`config.mk`:
```
export PLATFORM = sky130hd
export DESIGN_NAME = karatsuba_pipe_multiplier_flat
export DESIGN_NICKNAME = d
export VERILOG_FILES = /design/src/rtl/karatsuba_pipe_multiplier_if.sv /design/src/rtl/karatsuba_pipe_multiplier.sv /design/src/flat_wrapper.sv
export SDC_FILE = /design/constraint.sdc
export NUM_CORES = 1
export LEC_CHECK = 0
export CAP_MARGIN = 20
export CORE_ASPECT_RATIO = 1.2
export CORE_UTILIZATION = 64
export CTS_CLUSTER_SIZE = 25
export DETAILED_ROUTE_END_ITERATION = 6
export PLACE_DENSITY = 0.86
export SYNTH_ARGS = -nofsm -noshare
export SYNTH_HDL_FRONTEND = slang
export SYNTH_SLANG_ARGS = --single-unit
```
`constraint.sdc`:
```
create_clock -name clk -period 7.43 [get_ports clk]
set_input_delay 1.1145 -clock clk [delete_from_list [all_inputs] [get_ports clk]]
set_output_delay 1.1145 -clock clk [all_outputs]
set_load 0.02 [all_outputs]
```
`src/rtl/karatsuba_pipe_multiplier_if.sv`:
```
`timescale 1ns/1ps
// karatsuba_pipe_multiplier_if
// Streaming bundle for the Karatsuba multiplier. It carries the operand-pair
// handshake, the result handshake and the last-beat sideband.
// The acc_sum result field exists only when CONV_MULT_ACCUM_EN is defined.
interface karatsuba_pipe_multiplier_if #(
    parameter int WIDTH     = 8,
    parameter int ACC_WIDTH = 2*WIDTH+8
);
    logic                 in_valid;
    logic                 in_ready;
    logic                 in_last;
    logic [WIDTH-1:0]     factor1;
    logic [WIDTH-1:0]     factor2;
    logic                 out_valid;
    logic                 out_ready;
    logic                 out_last;
    logic [2*WIDTH-1:0]   product;
`ifdef CONV_MULT_ACCUM_EN
    logic [ACC_WIDTH-1:0] acc_sum;
`endif

    // The source of operands and the sink of results.
    modport master (
        output in_valid, in_last, factor1, factor2, out_ready,
        input  in_ready, out_valid, out_last, product
`ifdef CONV_MULT_ACCUM_EN
        , input acc_sum
`endif
    );

    // The multiplier itself.
    modport slave (
        input  in_valid, in_last, factor1, factor2, out_ready,
        output in_ready, out_valid, out_last, product
`ifdef CONV_MULT_ACCUM_EN
        , output acc_sum
`endif
    );

    // An accumulator narrower than one product would silently drop product
    // bits; this named block marks such a configuration in elaboration.
    if (ACC_WIDTH < 2*WIDTH) begin : g_acc_narrower_than_product
    end
endinterface

```
`src/rtl/karatsuba_pipe_multiplier.sv`:
```
`timescale 1ns/1ps
// karatsuba_pipe_multiplier
// Three-stage pipelined Karatsuba unsigned multiplier (split, partial
// products, combine) with a valid/ready stream and a last-beat sideband.
// A single global stall (result valid but not taken) freezes every stage.
// Defining CONV_MULT_ACCUM_EN adds a fourth stage holding a dot-product
// accumulator that clears after each last beat; latency then becomes 4.
module karatsuba_pipe_multiplier #(
    parameter int WIDTH     = 8,
    parameter int ACC_WIDTH = 2*WIDTH+8
) (
    input  logic                       clk,
    input  logic                       rst,
    karatsuba_pipe_multiplier_if.slave bus
);
    localparam int H  = WIDTH / 2;
    localparam int PW = 2 * WIDTH;

    // Half-width sum; the extra bit keeps the carry.
    function automatic logic [H:0] half_sum(input logic [H-1:0] p, input logic [H-1:0] q);
        return {1'b0, p} + {1'b0, q};
    endfunction

    // Half-width by half-width product at full 2H width.
    function automatic logic [2*H-1:0] half_mul(input logic [H-1:0] p, input logic [H-1:0] q);
        return {{H{1'b0}}, p} * {{H{1'b0}}, q};
    endfunction

    // (H+1)-bit by (H+1)-bit product at full 2H+2 width.
    function automatic logic [2*H+1:0] sum_mul(input logic [H:0] p, input logic [H:0] q);
        return {{(H+1){1'b0}}, p} * {{(H+1){1'b0}}, q};
    endfunction

    // Karatsuba recombination. mid = ad + bc, so it is never negative and
    // fits in 2H+1 bits; the final sum is exact in 2*WIDTH bits.
    function automatic logic [PW-1:0] combine(input logic [2*H-1:0] ac,
                                              input logic [2*H-1:0] bd,
                                              input logic [2*H+1:0] m);
        logic [2*H+1:0] mid;
        mid = m - {2'b00, ac} - {2'b00, bd};
        return {ac, {WIDTH{1'b0}}}
             + ({{(PW-2*H-2){1'b0}}, mid} << H)
             + {{WIDTH{1'b0}}, bd};
    endfunction

    logic           w_stall;
    logic           w_adv;
    logic           w_out_valid;
    logic [H-1:0]   w_a, w_b, w_c, w_d;

    logic           r_vld_p1, r_last_p1;
    logic [H-1:0]   r_a_p1, r_b_p1, r_c_p1, r_d_p1;
    logic [H:0]     r_sab_p1, r_scd_p1;

    logic           r_vld_p2, r_last_p2;
    logic [2*H-1:0] r_ac_p2, r_bd_p2;
    logic [2*H+1:0] r_m_p2;

    logic           r_vld_p3, r_last_p3;
    logic [PW-1:0]  r_prod_p3;

    assign w_stall     = w_out_valid & ~bus.out_ready;
    assign w_adv       = ~w_stall;
    assign bus.in_ready = w_adv;

    assign w_a = bus.factor1[WIDTH-1:H];
    assign w_b = bus.factor1[H-1:0];
    assign w_c = bus.factor2[WIDTH-1:H];
    assign w_d = bus.factor2[H-1:0];

    // ---- S1: split ----
    // S1 control: accept a pair (or a bubble) whenever the pipe advances.
    always_ff @(posedge clk) begin
        if (rst) begin
            r_vld_p1  <= 1'b0;
            r_last_p1 <= 1'b0;
        end else if (w_adv) begin
            r_vld_p1  <= bus.in_valid;
            r_last_p1 <= bus.in_last;
        end
    end

    // S1 data: operand halves and the two carry-preserving half sums.
    always_ff @(posedge clk) begin
        if (w_adv && bus.in_valid) begin
            r_a_p1   <= w_a;
            r_b_p1   <= w_b;
            r_c_p1   <= w_c;
            r_d_p1   <= w_d;
            r_sab_p1 <= half_sum(w_a, w_b);
            r_scd_p1 <= half_sum(w_c, w_d);
        end
    end

    // ---- S2: partial products ----
    // S2 control: move valid/last forward.
    always_ff @(posedge clk) begin
        if (rst) begin
            r_vld_p2  <= 1'b0;
            r_last_p2 <= 1'b0;
        end else if (w_adv) begin
            r_vld_p2  <= r_vld_p1;
            r_last_p2 <= r_last_p1;
        end
    end

    // S2 data: the three Karatsuba multiplications.
    always_ff @(posedge clk) begin
        if (w_adv && r_vld_p1) begin
            r_ac_p2 <= half_mul(r_a_p1, r_c_p1);
            r_bd_p2 <= half_mul(r_b_p1, r_d_p1);
            r_m_p2  <= sum_mul(r_sab_p1, r_scd_p1);
        end
    end

    // ---- S3: combine ----
    // S3: a bubble clears the valid bit but leaves product/last untouched.
    always_ff @(posedge clk) begin
        if (rst) begin
            r_vld_p3  <= 1'b0;
            r_last_p3 <= 1'b0;
            r_prod_p3 <= '0;
        end else if (w_adv) begin
            r_vld_p3 <= r_vld_p2;
            if (r_vld_p2) begin
                r_last_p3 <= r_last_p2;
                r_prod_p3 <= combine(r_ac_p2, r_bd_p2, r_m_p2);
            end
        end
    end

`ifdef CONV_MULT_ACCUM_EN
    // Running sum that wraps modulo 2^ACC_WIDTH.
    function automatic logic [ACC_WIDTH-1:0] acc_wrap_add(input logic [ACC_WIDTH-1:0] acc,
                                                          input logic [PW-1:0]        prod);
        return acc + ACC_WIDTH'(prod);
    endfunction

    logic                 w_acc_next;
    logic [ACC_WIDTH-1:0] w_acc_sum_next;
    logic                 r_vld_p4, r_last_p4;
    logic [PW-1:0]        r_prod_p4;
    logic [ACC_WIDTH-1:0] r_sum_p4;
    logic [ACC_WIDTH-1:0] r_acc;

    assign w_acc_next     = w_adv & r_vld_p3;
    assign w_acc_sum_next = acc_wrap_add(r_acc, r_prod_p3);

    // ---- S4: accumulate ----
    // S4: publish the running sum and restart the window after a last beat.
    always_ff @(posedge clk) begin
        if (rst) begin
            r_vld_p4  <= 1'b0;
            r_last_p4 <= 1'b0;
            r_prod_p4 <= '0;
            r_sum_p4  <= '0;
            r_acc     <= '0;
        end else begin
            if (w_adv) begin
                r_vld_p4 <= r_vld_p3;
            end
            if (w_acc_next) begin
                r_last_p4 <= r_last_p3;
                r_prod_p4 <= r_prod_p3;
                r_sum_p4  <= w_acc_sum_next;
                r_acc     <= r_last_p3 ? '0 : w_acc_sum_next;
            end
        end
    end

    assign w_out_valid   = r_vld_p4;
    assign bus.out_valid = r_vld_p4;
    assign bus.out_last  = r_last_p4;
    assign bus.product   = r_prod_p4;
    assign bus.acc_sum   = r_sum_p4;
`else
    assign w_out_valid   = r_vld_p3;
    assign bus.out_valid = r_vld_p3;
    assign bus.out_last  = r_last_p3;
    assign bus.product   = r_prod_p3;
`endif

    // Marks an accumulator configuration narrower than one product.
    if (ACC_WIDTH < 2*WIDTH) begin : g_acc_narrower_than_product
    end
endmodule

```
`src/flat_wrapper.sv`:
```
// flat-port wrapper written by rule: the top's interface ports become plain ports
module karatsuba_pipe_multiplier_flat 
#(
    parameter int WIDTH     = 8,
    parameter int ACC_WIDTH = 2*WIDTH+8
)
  (clk, rst, bus_in_valid, bus_in_last, bus_factor1, bus_factor2, bus_out_ready, bus_in_ready, bus_out_valid, bus_out_last, bus_product);
  karatsuba_pipe_multiplier_if #(.WIDTH(WIDTH), .ACC_WIDTH(ACC_WIDTH)) bus_i ();
  input  logic clk;
  input  logic rst;
  input wire logic [$bits(bus_i.in_valid)-1:0] bus_in_valid;
  input wire logic [$bits(bus_i.in_last)-1:0] bus_in_last;
  input wire logic [$bits(bus_i.factor1)-1:0] bus_factor1;
  input wire logic [$bits(bus_i.factor2)-1:0] bus_factor2;
  input wire logic [$bits(bus_i.out_ready)-1:0] bus_out_ready;
  output wire logic [$bits(bus_i.in_ready)-1:0] bus_in_ready;
  output wire logic [$bits(bus_i.out_valid)-1:0] bus_out_valid;
  output wire logic [$bits(bus_i.out_last)-1:0] bus_out_last;
  output wire logic [$bits(bus_i.product)-1:0] bus_product;
  assign bus_i.in_valid = bus_in_valid;
  assign bus_i.in_last = bus_in_last;
  assign bus_i.factor1 = bus_factor1;
  assign bus_i.factor2 = bus_factor2;
  assign bus_i.out_ready = bus_out_ready;
  assign bus_in_ready = bus_i.in_ready;
  assign bus_out_valid = bus_i.out_valid;
  assign bus_out_last = bus_i.out_last;
  assign bus_product = bus_i.product;
  karatsuba_pipe_multiplier #(.WIDTH(WIDTH), .ACC_WIDTH(ACC_WIDTH)) u_core (.clk(clk), .rst(rst), .bus(bus_i));
endmodule
```
; ---- Word-level counts from Yosys, hierarchy flattened
; Index checks and enable logic that the tools add are counted.
[totals]
reg_bits = 74
input_bits = 21
output_inout_bits = 19
wordCells = 31
[op_classes]
add_sub_neg = 6
multipliers = 3
n_bitwise = 3
reduce_logical = 3
[op_table]
columns = op, count
row1 = $sub 10x8->10, 2
row2 = $add 16x14->16, 1
row3 = $add 16x8->16, 1
row4 = $mul 4x4->8, 2
row5 = $add 4x4->5, 2
row6 = $mul 5x5->10, 1
row7 = $logic_and 1x1->1, 2
row8 = $not 1->1, 2
row9 = $reduce_and 2->1, 1
row10 = $and 1x1->1, 1

; ---- Logic depth before layout (Yosys ltp)
; Gate-level depths: netlist of the first run.
[depth]
depth_word = 4
depth_mapped = 16
depth_no_buf = 16

; ---- Worst setup path after synthesis of the first run
; Ideal clock, no wire load.
[synth_timing]
path_type = register -> register
startpoint = register u_core.r_m_p2[0]
endpoint = register u_core.r_prod_p3[15] (netlist: u_core.bus.product[15])
setup_time_ps = 130
t_arrival_ps = 3179
required_time_ps = 7300
setup_slack_ps = 4121
stages_incl_launch_ff = 15
path_buffers = 0
synth_period_minus_slack_ps = 3309
path_cell_list = edfxtp_1 fa_1 fa_1 a21o_1 a21oi_2 o21ai_1 o41ai_2 xnor2_1 ha_1 a21o_1 nand2_1 o21ai_0 nor3_2 mux2i_1 o22ai_1
[synth_via]
elab_chain_cells = 4
[synth_rtl]
columns = item, line_no
row1 = from (decl), karatsuba_pipe_multiplier.sv:57  ; logic [2*H+1:0] r_m_p2;
row2 = from (signal assigned), karatsuba_pipe_multiplier.sv:112  ; r_m_p2 <= sum_mul(r_sab_p1, r_scd_p1);
row3 = $sub 10x8->10 (2 in series), karatsuba_pipe_multiplier.sv:40  ; mid = m - {2'b00, ac} - {2'b00, bd};
row4 = $add 16x14->16, karatsuba_pipe_multiplier.sv:42  ; + ({{(PW-2*H-2){1'b0}}, mid} << H)
row5 = $add 16x8->16, karatsuba_pipe_multiplier.sv:43  ; + {{WIDTH{1'b0}}, bd};
row6 = to (signal assigned), karatsuba_pipe_multiplier.sv:127  ; r_prod_p3 <= combine(r_ac_p2, r_bd_p2, r_m_p2);
row7 = to (decl), karatsuba_pipe_multiplier.sv:60  ; logic [PW-1:0] r_prod_p3;
; Every way passes these cells.
; A chain may end at the register's enable or synchronous reset.

; ---- Worst setup path in the final report of the first run
; Ends and elaborated chain as after synthesis.

==> impl_metrics.yaml, run 1 <==
logic_synthesis:
  yosys_most_used_dff: "edfxtp_1"
  syn_inst: 500
  synthArstFlopShare: 0
  synth_area_mm2: 0.00525
  synth_seq_cells: 74
  ys_types: 41
  seq_area_frac_synth: 0.381
  postSynthAreaPerCell_um2: 10.5
  ys_warn_count: 0
  postSynthNetCount: 623
  synth_edf_count: 52
die:
  io_pins: 40
  die_x_um: 84.7
  die_h_um: 101
  rows: 35
  core_area_mm2: 0.00779
  initial_core_util: 0.673
  dieArea_mm2: 0.00857
clock_tree:
  clk_latency_ps: 360
  path_clk_slew_ps: 90
  h-tree-depth: 3
  post_cts_resized: 0
  clockBufferDepth: 2
  cts_num_sinks: 74
  numCtsBuffers: 9
  cts_hold_buf: 0
  cts_tree: "yes"
  cts_root_buf: "clkbuf_8"
  cts_setup_buffers: 0
route:
  vias: 3620
  routedWlPerCell_um: 15.7
  drc: 5
  drt-pass1-iter-count: 7
  drt_iter0_drc: 181
  vias_per_cell: 5.65
  routed_wl_um: 10100
  postRouteAntennaNets: 0
layout:
  drive_gt1_frac: 0.0455
  stdcell_area_mm2: 0.00595
  layout.nets: 667
  fill_cells: 506
  n_antenna_cell: 0
  area_delta_synth_final_pct: 13.3
sta:
  finalMaxSlewViolations: 0
  worst_pin_slew_ps: 941
  fin_crit_sh: 0.485
  relSlewSlack: 0.372
  setup_viol: 0
  period_needed_ps: 3600
  skew_ps: 13.8
  max_clock_freq_mhz: 278
  fin_setup_tns_ps: 0
  setup_ws_ps: 3830
  rsz0062_at_grt: "false"
  finalHoldViolations: 0
  fin_hold_ws_ps: 455
global_route:
  antenna_found_initial: 0
  grt_overflow_total: 0
  grt.met1_usage: 0.272
  grt_use_total: 0.263
  grt_pass1_wl_um: 17300
  top_usage_layer: "met2"
  met2_usage: 0.500
  grt_start_max_net_pins: 27
  grt_pass1_vias: 3847
  grt_use_met3: 0.0513
setup_path:
  crit_fanout: 6
  start_kind: "flop"
  end_kind: "flop"
  crit_arrival_ps: 3830
  crit_type: "flop to flop"
  required_ps: 7660
placed_design:
  place_congestion: 1.01
  dp_slack_ps: 3850
  dpl.hpwl_um: 8090
  io_buffers: 39
  placedInstanceArea_mm2: 0.00573
status:
  violations: "DRC"
  status: "finished, violations left"
flow_run:
  max_cap_viol_count: 0
power_and_ir_drop:
  peakVddDrop_mv: 0.166
  p_leak_uw: 0.00267
  power_density_mw_per_mm2: 310
hold_path:
  hp-class: "flop to flop"
-- report_power, final --
group          internal, uW  switching, uW
sequential              506           33.1
clock                   188            156
combinational           421            538
total                  1120            727
-- critical path, cell delays in order, from the launching register on --
cell and delay (ps):
edfxtp_1 420, fa_1 490, fa_1 430, a21o_1 210
a21oi_2 170, o21ai_1 120, o41ai_2 250, xnor2_1 160
ha_1 320, a21o_1 240, nand2_1 70, o21ai_0 130
nor3_2 200, mux2i_1 200, o22ai_1 90
-- area by class of cell --
class,count,area (um2),area share
clock buffers,9,124,0.0208
inverters,56,210,0.0354
multi-input cells,364,3010,0.506
well taps,92,115,0.0194
repair buffers,39,390,0.0657
flip-flops and latches,74,2000,0.337
clock inverters,7,93.8,0.0158
-- worst paths after layout --
check	startpoint	endpoint	slack, ps	depth (start not counted)
setup / recovery	u_core.r_m_p2[0]$_DFFE_PP_	u_core.bus.product[15]$_SDFFE_PP0P_	3830	14
hold / removal	u_core.bus.product[10]$_SDFFE_PP0P_	u_core.bus.product[10]$_SDFFE_PP0P_	450	2
setup reg to reg	u_core.r_m_p2[0]$_DFFE_PP_	u_core.bus.product[15]$_SDFFE_PP0P_	3830	14
hold reg to reg	u_core.bus.product[10]$_SDFFE_PP0P_	u_core.bus.product[10]$_SDFFE_PP0P_	450	2
-- state kept, by name, summed over array words and instances, names as in the netlist, 4 cells and up --
register            flops
u_core.bus.product     16
u_core.r_m_p2          10
u_core.r_ac_p2          8
u_core.r_bd_p2          8
u_core.r_sab_p1         5
u_core.r_scd_p1         5
u_core.r_a_p1           4
u_core.r_b_p1           4
u_core.r_c_p1           4
u_core.r_d_p1           4
-- layout by cell type (no fill, tap or decap), types with 8 or more instances in the layout --
master and n:
clkdlybuf4s50_1 39, xor2_1 8, dfxtp_1 22, and2_1 35, a21oi_1 40, edfxtp_1 52
a21o_1 13, o21ai_0 10, xnor2_1 26, nor2_1 18, inv_1 55, nand2_1 65
fa_1 28, ha_1 74, clkbuf_8 9
-- synth_stat cells (2+ instances only) --
library cell	number	area share
ha_1	74	0.18
nand2_1	65	0.046
inv_1	55	0.039
edfxtp_1	52	0.30
a21oi_1	40	0.038
and2_1	35	0.042
fa_1	28	0.11
xnor2_1	26	0.043
dfxtp_1	22	0.084
nor2_1	18	0.013
a21o_1	13	0.019
o21ai_0	10	0.0095
xor2_1	8	0.013
nand2b_1	5	0.0060
o21ai_1	5	0.0048
nand3_1	4	0.0038
nor3_1	4	0.0038
o21bai_1	4	0.0057
nor2b_1	3	0.0036
a211oi_1	2	0.0029
a21oi_2	2	0.0033
a31oi_1	2	0.0024
buf_2	2	0.0019
clkbuf_1	2	0.0014
nand3b_1	2	0.0029
o41ai_2	2	0.0062
-- per-stage QoR --
stage | power (uW) | instances | util
6_report | 1840 | 641 | 0.763
5_1_grt | 1960 | 641 | 0.763
4_1_cts | 1830 | 641 | 0.763
3_5_place_dp | 1480 | 625 | 0.735
3_3_place_gp | 1430 | 625 | 0.735
2_1_floorplan | 1250 | 500 | -
-- metal layers --
layer	wire length, um	vias up
li1	-	1784
met1	3830	1707
met2	5550	94
met3	327	35
met4	373	0
met5	0	-
-- logic make-up (layout without fill, tap and decap cells) --
| family | Yosys count | after routing | share of synthesized area |
|---|---|---|---|
| adders and majority gates | 102 | 102 | 0.283 |
| and+or+nand+nor | 143 | 143 | 0.133 |
| buffers and inverters | 62 | 111 | 0.0451 |
| xor gates and xnor gates | 34 | 34 | 0.0567 |
| AOI/OAI and AO/OA | 84 | 84 | 0.0989 |
| DFF | 74 | 74 | 0.381 |
| muxes | 1 | 1 | 0.00191 |
(Power assumes the default switching activity.)
==> run 2, diff against run 1 <==
Settings changed: CORE_UTILIZATION 64 to 54, PLACE_DENSITY 0.86 to 0.78.
Clock period 7.43 ns to 3.29 ns, I/O delays scaled along.
==> run 2 against run 1 <==
The run ends with DRC, setup timing left. Clock power increased to 3.0 times the previous value. Global-route usage shrank 4.3 points. Setup slack lost 4000 ps. Clock skew shrank 2.0 ps. Combinational power rose to 3.3 times the previous value. First-iteration DRC count is 1.1% lower. Cell area increased by 14%. Via count increased by 7.0%. Count of clock-buffer cells in the layout increased by 4. Critical path type unchanged. Critical endpoint unchanged. Largest power group unchanged. Highest routed layer unchanged.
==> impl_metrics.yaml, run 2 (same netlist as run 1, synthesis figures left out) <==
route:
  drt-pass1-iter-count: 6
  routedWlPerCell_um: 15.5
  vias_per_cell: 5.31
  drc: 2
  routed_wl_um: 11300
  drt_iter0_drc: 179
  postRouteAntennaNets: 0
  vias: 3874
layout:
  layout.nets: 725
  largest_reg_flops: 16
  area_delta_synth_final_pct: 29.2
  mostFrequentLayoutCells: "65 x ha_1, 63 x nand2_1, 52 x buf_4, 52 x edfxtp_1, 49 x inv_1"
  drive_gt1_frac: 0.204
  layout_commonest_cell: "ha_1"
  finalNonFillerCells: 730
  n_antenna_cell: 0
sta:
  rsz0062_at_grt: "true"
  fin_hold_ws_ps: 455
  finalMaxSlewViolations: 0
  relSlewSlack: 0.477
  skew_ps: 11.8
  max_clock_freq_mhz: 286
  setup_ws_ps: -203
  setup_viol: 3
  fin_crit_sh: 1.06
  period_needed_ps: 3490
  finalHoldViolations: 0
  worst_pin_slew_ps: 782
flow_run:
  max_cap_viol_count: 0
clock_tree:
  clk_latency_ps: 340
  numCtsBuffers: 9
  path_clk_slew_ps: 60
  cts_num_sinks: 74
  clockBufferDepth: 2
  cts_hold_buf: 0
  h-tree-depth: 3
  cts_root_buf: "clkbuf_16"
  cts_tree: "yes"
setup_path:
  cp_slowest_cell: "fa_1"
  crit_type: "flop to flop"
  end_kind: "flop"
  crit_arrival_ps: 3680
  start_kind: "flop"
  crit_path_frequent_cell: "a21oi_2"
  cp_cell_sequence: "inv_1 > fa_1 > ha_4 > a21o_1 > a21oi_2 > o21ai_2 > o41ai_2 > xnor2_1 > ha_1 > buf_6 > and4_1 > nand2_1 > a21oi_2 > nor3_2 > mux2i_1 > o22ai_1"
  crit_fanout: 4
  required_ps: 3480
  r2r_cells: 16
  cpPeakStageDelay_ps: 580
power_and_ir_drop:
  power_density_mw_per_mm2: 802
  p_total_uw: 5440
  p_leak_uw: 0.00302
  peakVddDrop_mv: 0.422
die:
  die_h_um: 110
  rows: 39
  die_x_um: 92
  dieArea_mm2: 0.0101
  core_area_mm2: 0.00947
  initial_core_util: 0.554
  io_pins: 40
placed_design:
  place_congestion: 0.878
  placed_cells: 701
  io_buffers: 39
  dpl.hpwl_um: 8240
global_route:
  grt_pass1_wl_um: 17100
  grt_start_max_net_pins: 27
  antenna_found_initial: 0
  grt_overflow_total: 0
  grt_pass1_vias: 3842
  grt_use_total: 0.220
hold_path:
  hold_depth: 2
  hp-class: "flop to flop"
status:
  status: "finished, violations left"
  violations: "DRC, setup timing"
## run 2: worst max-delay path: cells and delay by family, from the launching register on
kind | cells | cell delay, ps
fa+ha+maj | 3 | 1120
compound gates | 6 | 860
xor+xnor | 1 | 150
mux | 1 | 230
buf+inv | 2 | 200
flops | 1 | 350
simple gates | 3 | 430
## run 2: through the flow
stage           util  instance area (um2)  setup slack, ps  setup TNS [ps]
3_3_place_gp   0.645                 6110             -130            -311
4_1_cts        0.691                 6540            -92.9            -157
6_report       0.716                 6780             -203            -363
2_1_floorplan      -                 5250             7.07               0
5_1_grt        0.716                 6780             -400           -1220
3_5_place_dp   0.645                 6110             -221            -726
## run 2: report_power, final
group / leakage (uW) / internal, uW / total (uW) / switching, uW
logic: 0.00219 / 1630 / 3200 / 1570
registers: 0.000678 / 1140 / 1210 / 68.8
clock network: 0.000155 / 656 / 1020 / 366
total: 0.00302 / 3430 / 5440 / 2000
## run 2: routing by layer
metal  GRT usage  part of all wire  up-vias
li1            -                 -     1901
met1       0.230              0.39     1866
met2       0.425              0.55       76
met3      0.0370             0.022       31
met4       0.109             0.040        0
met5           0                 0        -
## run 2: what timing repair did
item	in CTS	in global routing
setup endpoints to repair	7	9
pin swaps	20	33
gates resized for setup	16	43
setup buffers	7	8
## run 2: layout make-up
cell class	instances	area (um2)
multi-input cells	364	3250
fillers	638	2690
flip-flops and latches	74	2000
repair buffers	97	848
clock buffers	13	272
inverters	56	210
well taps	123	154
clock inverters	3	45.0
## run 2: final timing paths
check | slack (ps) | from | to
worst max-delay path | -200 | u_core.r_ac_p2[2]$_DFFE_PP_ | u_core.bus.product[15]$_SDFFE_PP0P_
worst min-delay path | 460 | u_core.r_last_p2$_SDFFE_PP0N_ | u_core.bus.out_last$_SDFFE_PP0P_
worst max register to register | -200 | u_core.r_ac_p2[2]$_DFFE_PP_ | u_core.bus.product[15]$_SDFFE_PP0P_
worst min register to register | 460 | u_core.r_last_p2$_SDFFE_PP0N_ | u_core.bus.out_last$_SDFFE_PP0P_
